$ cat config.mk
export PLATFORM = sky130hd
export DESIGN_NAME = pid_error_seq
export DESIGN_NICKNAME = d
export VERILOG_FILES = /design/src/rtl/pid_error_seq_pkg.sv /design/src/rtl/pid_error_seq_restador_saturado.sv /design/src/rtl/pid_error_seq.sv
export SDC_FILE = /design/constraint.sdc
export NUM_CORES = 1
export LEC_CHECK = 0
export ABC_CLOCK_PERIOD_IN_PS = 5000
export CORE_MARGIN = 5
export CORE_UTILIZATION = 49
export CTS_CLUSTER_DIAMETER = 200
export CTS_CLUSTER_SIZE = 28
export DETAILED_ROUTE_END_ITERATION = 6
export GPL_TIMING_DRIVEN = 0
export PLACE_DENSITY_LB_ADDON = 0.25
export SETUP_SLACK_MARGIN = 0.05
export SKIP_LAST_GASP = 1
export SYNTH_ARGS = -nofsm -noshare
export SYNTH_HDL_FRONTEND = slang
export SYNTH_SLANG_ARGS = --single-unit
$ cat constraint.sdc
create_clock -name clk -period 5 [get_ports clk]
set_clock_uncertainty 0.2 [all_clocks]
set_input_delay 0.75 -clock clk [delete_from_list [all_inputs] [get_ports clk]]
set_output_delay 0.75 -clock clk [all_outputs]
set_load 0.02 [all_outputs]
$ cat src/rtl/pid_error_seq_pkg.sv
// Shared constants for the PID error stage: datapath width, FSM encoding
// and the signed saturation limits of the error value.
`ifndef N
`define N 18
`endif

package pid_error_seq_pkg;

    localparam int N = `N;

    localparam logic [2:0] ST_IDLE   = 3'd0;
    localparam logic [2:0] ST_REQ    = 3'd1;
    localparam logic [2:0] ST_WAIT   = 3'd2;
    localparam logic [2:0] ST_SETTLE = 3'd3;
    localparam logic [2:0] ST_UPD    = 3'd4;
    localparam logic [2:0] ST_OUT    = 3'd5;

    typedef enum logic [2:0] {
        S_IDLE   = ST_IDLE,
        S_REQ    = ST_REQ,
        S_WAIT   = ST_WAIT,
        S_SETTLE = ST_SETTLE,
        S_UPD    = ST_UPD,
        S_OUT    = ST_OUT
    } state_t;

    localparam logic [N-1:0] EK_MAX = {1'b0, {(N-1){1'b1}}};
    localparam logic [N-1:0] EK_MIN = {1'b1, {(N-1){1'b0}}};

endpackage

$ cat src/rtl/pid_error_seq_restador_saturado.sv
// Combinational setpoint minus measurement, computed one bit wider and
// clipped back to the N-bit signed range.
module restador_saturado
    import pid_error_seq_pkg::*;
(
    input  logic [N-1:0] a,
    input  logic [N-1:0] b,
    output logic [N-1:0] y,
    output logic         sat
);

    logic [N:0] diff;

    always_comb begin
        diff = {a[N-1], a} - {b[N-1], b};
        y    = diff[N-1:0];
        sat  = 1'b0;
        // The wide result fits in N bits exactly when its top two bits agree.
        if (diff[N] != diff[N-1]) begin
            sat = 1'b1;
            y   = diff[N] ? EK_MIN : EK_MAX;
        end
    end

endmodule

$ cat src/rtl/pid_error_seq.sv
// Per-period ADC sample request, saturated error computation and en1/en2
// strobe timing for the downstream integral block.
module pid_error_seq
    import pid_error_seq_pkg::*;
#(
    parameter int LAT     = 3,
    parameter int TIMEOUT = 255
)
(
    input  logic         clk,
    input  logic         reset,
    input  logic         sample_tick,
    input  logic [N-1:0] setpoint,
    input  logic [N-1:0] adc_data,
    input  logic         adc_valid,
    output logic         adc_start,
    output logic [N-1:0] ek,
    output logic         en1,
    output logic         en2,
    output logic         busy,
    output logic         sat,
    output logic         overrun,
    output logic         timeout
);

    localparam int TW = $clog2(TIMEOUT + 1);
    localparam int SW = (LAT > 2) ? $clog2(LAT) : 1;

    state_t         state_reg, state_next;
    logic [TW-1:0]  wait_cnt_reg, wait_cnt_next;
    logic [SW-1:0]  settle_cnt_reg, settle_cnt_next;
    logic           load_ek;
    logic           timeout_next;

    logic [N-1:0]   diff_y;
    logic           diff_sat;

    logic [N-1:0]   ek_reg;
    logic           sat_reg, adc_start_reg, en1_reg, en2_reg;
    logic           busy_reg, overrun_reg, timeout_reg;

    restador_saturado u_sub (
        .a   (setpoint),
        .b   (adc_data),
        .y   (diff_y),
        .sat (diff_sat)
    );

    always_comb begin
        state_next      = state_reg;
        wait_cnt_next   = wait_cnt_reg;
        settle_cnt_next = settle_cnt_reg;
        load_ek         = 1'b0;
        timeout_next    = 1'b0;
        case (state_reg)
            S_IDLE: begin
                if (sample_tick) state_next = S_REQ;
            end
            S_REQ: begin
                wait_cnt_next = '0;
                state_next    = S_WAIT;
            end
            S_WAIT: begin
                // A valid sample wins over an expiring wait on the same edge.
                if (adc_valid) begin
                    load_ek         = 1'b1;
                    settle_cnt_next = SW'(LAT - 1);
                    state_next      = S_SETTLE;
                end else if (wait_cnt_reg == TW'(TIMEOUT - 1)) begin
                    timeout_next = 1'b1;
                    state_next   = S_IDLE;
                end else begin
                    wait_cnt_next = wait_cnt_reg + 1'b1;
                end
            end
            S_SETTLE: begin
                if (settle_cnt_reg == '0) state_next = S_UPD;
                else settle_cnt_next = settle_cnt_reg - 1'b1;
            end
            S_UPD:   state_next = S_OUT;
            S_OUT:   state_next = S_IDLE;
            default: state_next = S_IDLE;
        endcase
    end

    // Strobes are registered from the next state so each lines up with its state.
    always_ff @(posedge clk or posedge reset) begin
        if (reset) begin
            state_reg      <= S_IDLE;
            wait_cnt_reg   <= '0;
            settle_cnt_reg <= '0;
            ek_reg         <= '0;
            sat_reg        <= 1'b0;
            adc_start_reg  <= 1'b0;
            en1_reg        <= 1'b0;
            en2_reg        <= 1'b0;
            busy_reg       <= 1'b0;
            overrun_reg    <= 1'b0;
            timeout_reg    <= 1'b0;
        end else begin
            state_reg      <= state_next;
            wait_cnt_reg   <= wait_cnt_next;
            settle_cnt_reg <= settle_cnt_next;
            if (load_ek) begin
                ek_reg  <= diff_y;
                sat_reg <= diff_sat;
            end
            adc_start_reg  <= (state_next == S_REQ);
            en1_reg        <= (state_next == S_UPD);
            en2_reg        <= (state_next == S_OUT);
            busy_reg       <= (state_next != S_IDLE);
            overrun_reg    <= sample_tick && (state_reg != S_IDLE);
            timeout_reg    <= timeout_next;
        end
    end

    assign adc_start = adc_start_reg;
    assign ek        = ek_reg;
    assign sat       = sat_reg;
    assign en1       = en1_reg;
    assign en2       = en2_reg;
    assign busy      = busy_reg;
    assign overrun   = overrun_reg;
    assign timeout   = timeout_reg;

endmodule

Yosys cells after proc, flatten, opt, wreduce, memory -nomap -nowiden

Index checks and enable logic that the tools add are counted.
W data, S select, Z words.

Register bits after elaboration: 38
Bits of input ports: 40
Output and inout port bits: 25
Word-level logic and storage cells: 55

Add/sub/neg operators: 3
Equality and inequality tests: 13
Mux-type cells: 19
Reduce and logical (&&, ||, !) cells: 9

Operators by type and width:

| kind                  | number |
|---|---|
| $mux W18              | 2 |
| $sub A18 B18 Y19      | 1 |
| $mux W8               | 2 |
| $pmux W8 S2           | 1 |
| $pmux W3 S5           | 1 |
| $mux W3               | 4 |
| $eq A3 B3 Y1 const B  | 3 |
| $add A8 B1 Y8 const B | 1 |
| $eq A8 B8 Y1 const B  | 1 |
| $ne A2 B2 Y1 const B  | 4 |
| $eq A3 B1 Y1 const B  | 2 |
| $eq A3 B2 Y1 const B  | 2 |
| $mux W1               | 6 |
| $reduce_and A3 Y1     | 2 |
| $reduce_bool A3 Y1    | 2 |
| $mux W2               | 2 |
| $pmux W2 S2           | 1 |
| $reduce_bool A2 Y1    | 2 |
| $logic_not A3 Y1      | 1 |
| $logic_not A2 Y1      | 1 |
| $sub A2 B1 Y2 const B | 1 |
| $logic_and A1 B1 Y1   | 1 |
| $ne A1 B1 Y1          | 1 |

Logic depth before layout (Yosys ltp)

Depth after elaboration: 5
Gate-level depth with buffers: 13
Mapped depth without buffers: 11

Cells and area by module

From an unflattened synthesis, not the netlist that was laid out.

Cells, all modules: 379
Area, all modules: 3278.1 µm²

Modules (own cells, without submodules):

| module            | times used | cells an instance | area an instance (µm²) |
|---|---|---|---|
| pid_error_seq     | 1          | 144               | 1749.2 |
| restador_saturado | 1          | 235               | 1529.0 |

Worst setup path before layout

No wires, ideal clock.

Path kind: input-to-reg
Start: input setpoint[0]
End: register ek_reg[5] (netlist: ek[5])
Setup time: 124 ps
Arrival time: 2748 ps
Data required time: 4676 ps
Setup slack: 1928 ps
Cell stages on the path: 13
Path buffers: 2
Cell sequence: inv_1 -> ha_1 -> inv_1 -> fa_1 -> a21o_1 -> a221oi_2 -> o21bai_2 -> a21oi_2 -> a222oi_1 -> buf_6 -> buf_8 -> a21oi_1 -> o21ai_1

Word-level cells in the longest chain between the ends: 3

RTL lines:

| item                                            | RTL line                                                                     | RTL |
|---|---|---|
| from (decl)                                     | pid_error_seq.sv:13                                                          | `input logic [N-1:0] setpoint,` |
| $sub A18 B18 Y19 *                              | pid_error_seq_restador_saturado.sv:15                                        | `diff = {a[N-1], a} - {b[N-1], b};` |
| $mux W18 / $ne A1 B1 Y1 (equally long branches) | pid_error_seq_restador_saturado.sv:21, pid_error_seq_restador_saturado.sv:19 |  |
| $mux W18 *                                      | pid_error_seq_restador_saturado.sv:19                                        | `if (diff[N] != diff[N-1]) begin` |
| to (signal assigned)                            | pid_error_seq.sv:105                                                         | `ek_reg <= diff_y;` |
| to (decl)                                       | pid_error_seq.sv:38                                                          | `logic [N-1:0] ek_reg;` |

Every way passes the cells marked *; elsewhere a longest branch is shown, timed or not.
A chain may end at the register's enable or synchronous reset.

Worst setup path after layout

Start: input adc_data[0]
End: register ek_reg[12] (netlist: ek[12])

Word-level cells in the longest chain between the ends: 3

RTL lines:

| item                                            | RTL line                                                                     | RTL |
|---|---|---|
| from (decl)                                     | pid_error_seq.sv:14                                                          | `input logic [N-1:0] adc_data,` |
| $sub A18 B18 Y19 *                              | pid_error_seq_restador_saturado.sv:15                                        |  |
| $mux W18 / $ne A1 B1 Y1 (equally long branches) | pid_error_seq_restador_saturado.sv:21, pid_error_seq_restador_saturado.sv:19 |  |
| $mux W18 *                                      | pid_error_seq_restador_saturado.sv:19                                        |  |

Marks and branches as above.

==> run_results.csv <==
group,metric,value,unit
setup_path,sort_of_element_at_the_start_of_the_critical_path,"primary input",
clock_network,clk_root_buffer_cell,"clkbuf_8",
setup_path,timing.critical_path.fanout_max,10,
run_status,run_status,"finished clean",
finish,layout_nets,454,
clock_network,clk-insertion-delay-late,0.28,ns
timing,timing_max_transition_violations_final,0,
timing,timing.final.setup_violations,0,
yosys,syn_area_per_cell,8.42,um^2
yosys,synth-compound-area-share,22.7,%
global_route,grt_first_pass_wirelength,10.0,mm
route,dr_drc_count,0,
timing,max_clock_freq,289,MHz
yosys,ys.flop_type,"dfrtp_1",
clock_network,numCtsBuffers,5,
route,drt-wirelength-per-cell,12.8,um
yosys,fraction_of_post_synthesis_cell_area_in_the_top_cell_type_by_area,35.2,%
floorplan,io-pin-count,65,
clock_network,holdBufCountCts,0,
timing,relSlewSlack,49.4,%
global_route,largest_net_degree_at_the_start_of_global_routing,39,
clock_network,post_cts_resize_count,0,
timing,totalNegativeSetupSlack,0,ns
setup_path,end_kind,"register",
finish,insertedDiodeCount,0,
yosys,synth_top_area_cell,"dfrtp_1",
timing,rsz0062_at_grt,"false",
route,vias_per_cell,5.27,
timing,worst_slew_pin_slew,0.757,ns
global_route,vias_in_the_first_global_route,2400,
yosys,synth_nets,383,
finish,layout-drive-gt1-share,6.87,%
setup_path,crit_required,4.96,ns
yosys,synth-adder-area-share,10.5,%
timing,final_min_period_over_clock_period,69.2,%
finish,post_layout_nonfiller_instances,465,
placement,hpwlAfterDp,4.85,mm
yosys,ys_async_sr_fraction,100,%
clock_network,cts_setup_buffers,0,
route,vias,2449,
clock_network,ctsLongestPathBuffers,2,
global_route,grt.overflow.total,0,
yosys,mappedNetlistArea,2700,um^2
yosys,ys_warn_count,0,
finish,postLayoutCellArea,3520,um^2
yosys,synth_simple_gate_area_share,16.9,%
setup_path,worst_ep_arrival_time,3.43,ns
global_route,grt_antenna_before_repair,0,
yosys,synth-edff-count,0,
route,drtPass1Iterations,4,
yosys,synth-seq-cells,38,
placement,placed_cell_area,3430,um^2
floorplan,die_w,84.3,um
floorplan,die_h,84.3,um
global_route,gr-usage-all-layers,16.9,%
floorplan,placement_rows,27,
yosys,synth_top_family_by_area,"compound AO/OA/AOI/OAI gates",
clock_network,cts.sink_count,38,
clock_network,cts.htree.levels,2,
route,finalWirelength,5.94,mm
yosys,synth_top_cells_by_area,"dfrtp_1 (35%), ha_1 (9.7%), nand2_1 (5.8%)",
floorplan,start_util,49.7,%
yosys,synth_xor_xnor_area_share,7.41,%
finish,number_of_flip_flops_in_the_largest_register,18,
power_and_ir_drop,power.density_cell_area,429,nW/um^2
setup_path,path_class,"primary input to register",
finish,final_cell_mix,"clkdlybuf4s50_1 (64), nand2_1 (42), dfrtp_1 (38), a21oi_1 (30), inv_1 (28)",
placement,port_buffers,64,
placement,placed_cells_incl_taps,457,
clock_network,cts_tree,"yes",
timing,final_report_hold_violation_count,0,
timing,fin_crit,3.46,ns
finish,area_growth,30.4,%
yosys,synthesis.instances,321,
route,antenna_left,0,
power_and_ir_drop,max-vdd-ir-drop,0.212,mV
floorplan,placeableCoreArea,5440,um^2
min_path,hp-class,"register to register",
floorplan,floorplan_die_area,7100,um^2
power_and_ir_drop,power_leakage,0.00161,uW
yosys,seq_area_frac_synth,35.2,%
placement,place_congestion,0.823,
finish,layout.cells.most_common,"clkdlybuf4s50_1",
clock_network,path_clk_slew,0.07,ns
job,timing.max_cap.violations,0,
finish,fillerInstances,479,
yosys,mux_cell_area_share_after_synthesis,0.741,%
route,drt_first_iter_violations,90,
yosys,yosysUniqueCellTypes,46,
==> power breakdown <==
part	internal [uW]	leakage, uW	switching (uW)
Clock	111	0.0000482	99.9
Sequential	421	0.000482	78.6
Combinational	357	0.00108	446
==> area by class of cell <==
class	count	area (um^2)	share of cell area, %
well taps	72	90.1	2.56
clock inverters	1	5.00	0.142
clock buffers	7	86.3	2.45
flip-flops and latches	38	951	27.0
inverters	29	109	3.09
plain buffers	10	70.1	1.99
multi-input cells	244	1570	44.6
repair buffers	64	641	18.2
==> critical path, stage by stage <==
cell	delay (ns)
clkdlybuf4s50_1	0.46
ha_1	0.15
inv_1	0.06
fa_1	0.40
a21o_1	0.20
a221oi_2	0.41
o21bai_2	0.16
a21oi_2	0.20
a222oi_1	0.10
buf_6	0.17
buf_6	0.14
a21oi_1	0.16
o21ai_1	0.08
==> through the flow <==
step / hold WS [ns] / utilization (%) / total power, uW / setup slack [ns]
after floorplan: 0.280 / - / 999 / 1.93
after global placement: 0.271 / 63.1 / 1280 / 1.28
after detailed placement: 0.283 / 63.1 / 1310 / 1.26
after CTS: 0.299 / 64.8 / 1520 / 1.55
after global routing: 0.327 / 64.8 / 1620 / 1.33
final: 0.294 / 64.8 / 1510 / 1.54
==> Yosys cell counts, types with 4 or more instances <==
master	count
a21o_1	4
a21oi_1	30
a21oi_2	5
clkbuf_1	4
dfrtp_1	38
ha_1	21
inv_1	29
nand2_1	42
nand2b_1	4
nand3_1	7
nand4_1	6
nor2_1	18
nor3_1	6
o21ai_0	20
o21ai_1	20
xnor2_1	9
xor2_1	12
==> metal layers <==
metal | vias up | GRT usage (%) | share of wire [%]
met2 | 52 | 32.4 | 52
met4 | 0 | 5.99 | 1.4
met3 | 6 | 2.45 | 4.7
met1 | 1140 | 18.8 | 41
li1 | 1251 | - | -
met5 | - | 0 | 0
==> path summary, 6_finish.rpt <==
path                                         from                           to  slack (ns)  cells after the start
min in group asynchronous                   reset  wait_cnt_reg[2]$_DFFE_PP0P_        0.72                      2
min reg2reg                    ek[16]$_DFFE_PP0P_           ek[16]$_DFFE_PP0P_        0.29                      2
max                                   adc_data[0]           ek[12]$_DFFE_PP0P_        1.54                     13
max reg2reg                state_reg[1]$_DFF_PP0_  wait_cnt_reg[5]$_DFFE_PP0P_        2.67                      6
min                            ek[16]$_DFFE_PP0P_           ek[16]$_DFFE_PP0P_        0.29                      2
max in group asynchronous                   reset  wait_cnt_reg[7]$_DFFE_PP0P_        3.39                      2
==> cells by family after synthesis <==
logic type	Yosys count
AND/OR/NAND/NOR	98
multiplexers	2
adder cells (fa/ha/maj)	22
buffers and inverters	39
AO/OA/AOI/OAI	100
XOR/XNOR	22
flip-flops	38
(Power assumes the default switching activity.)
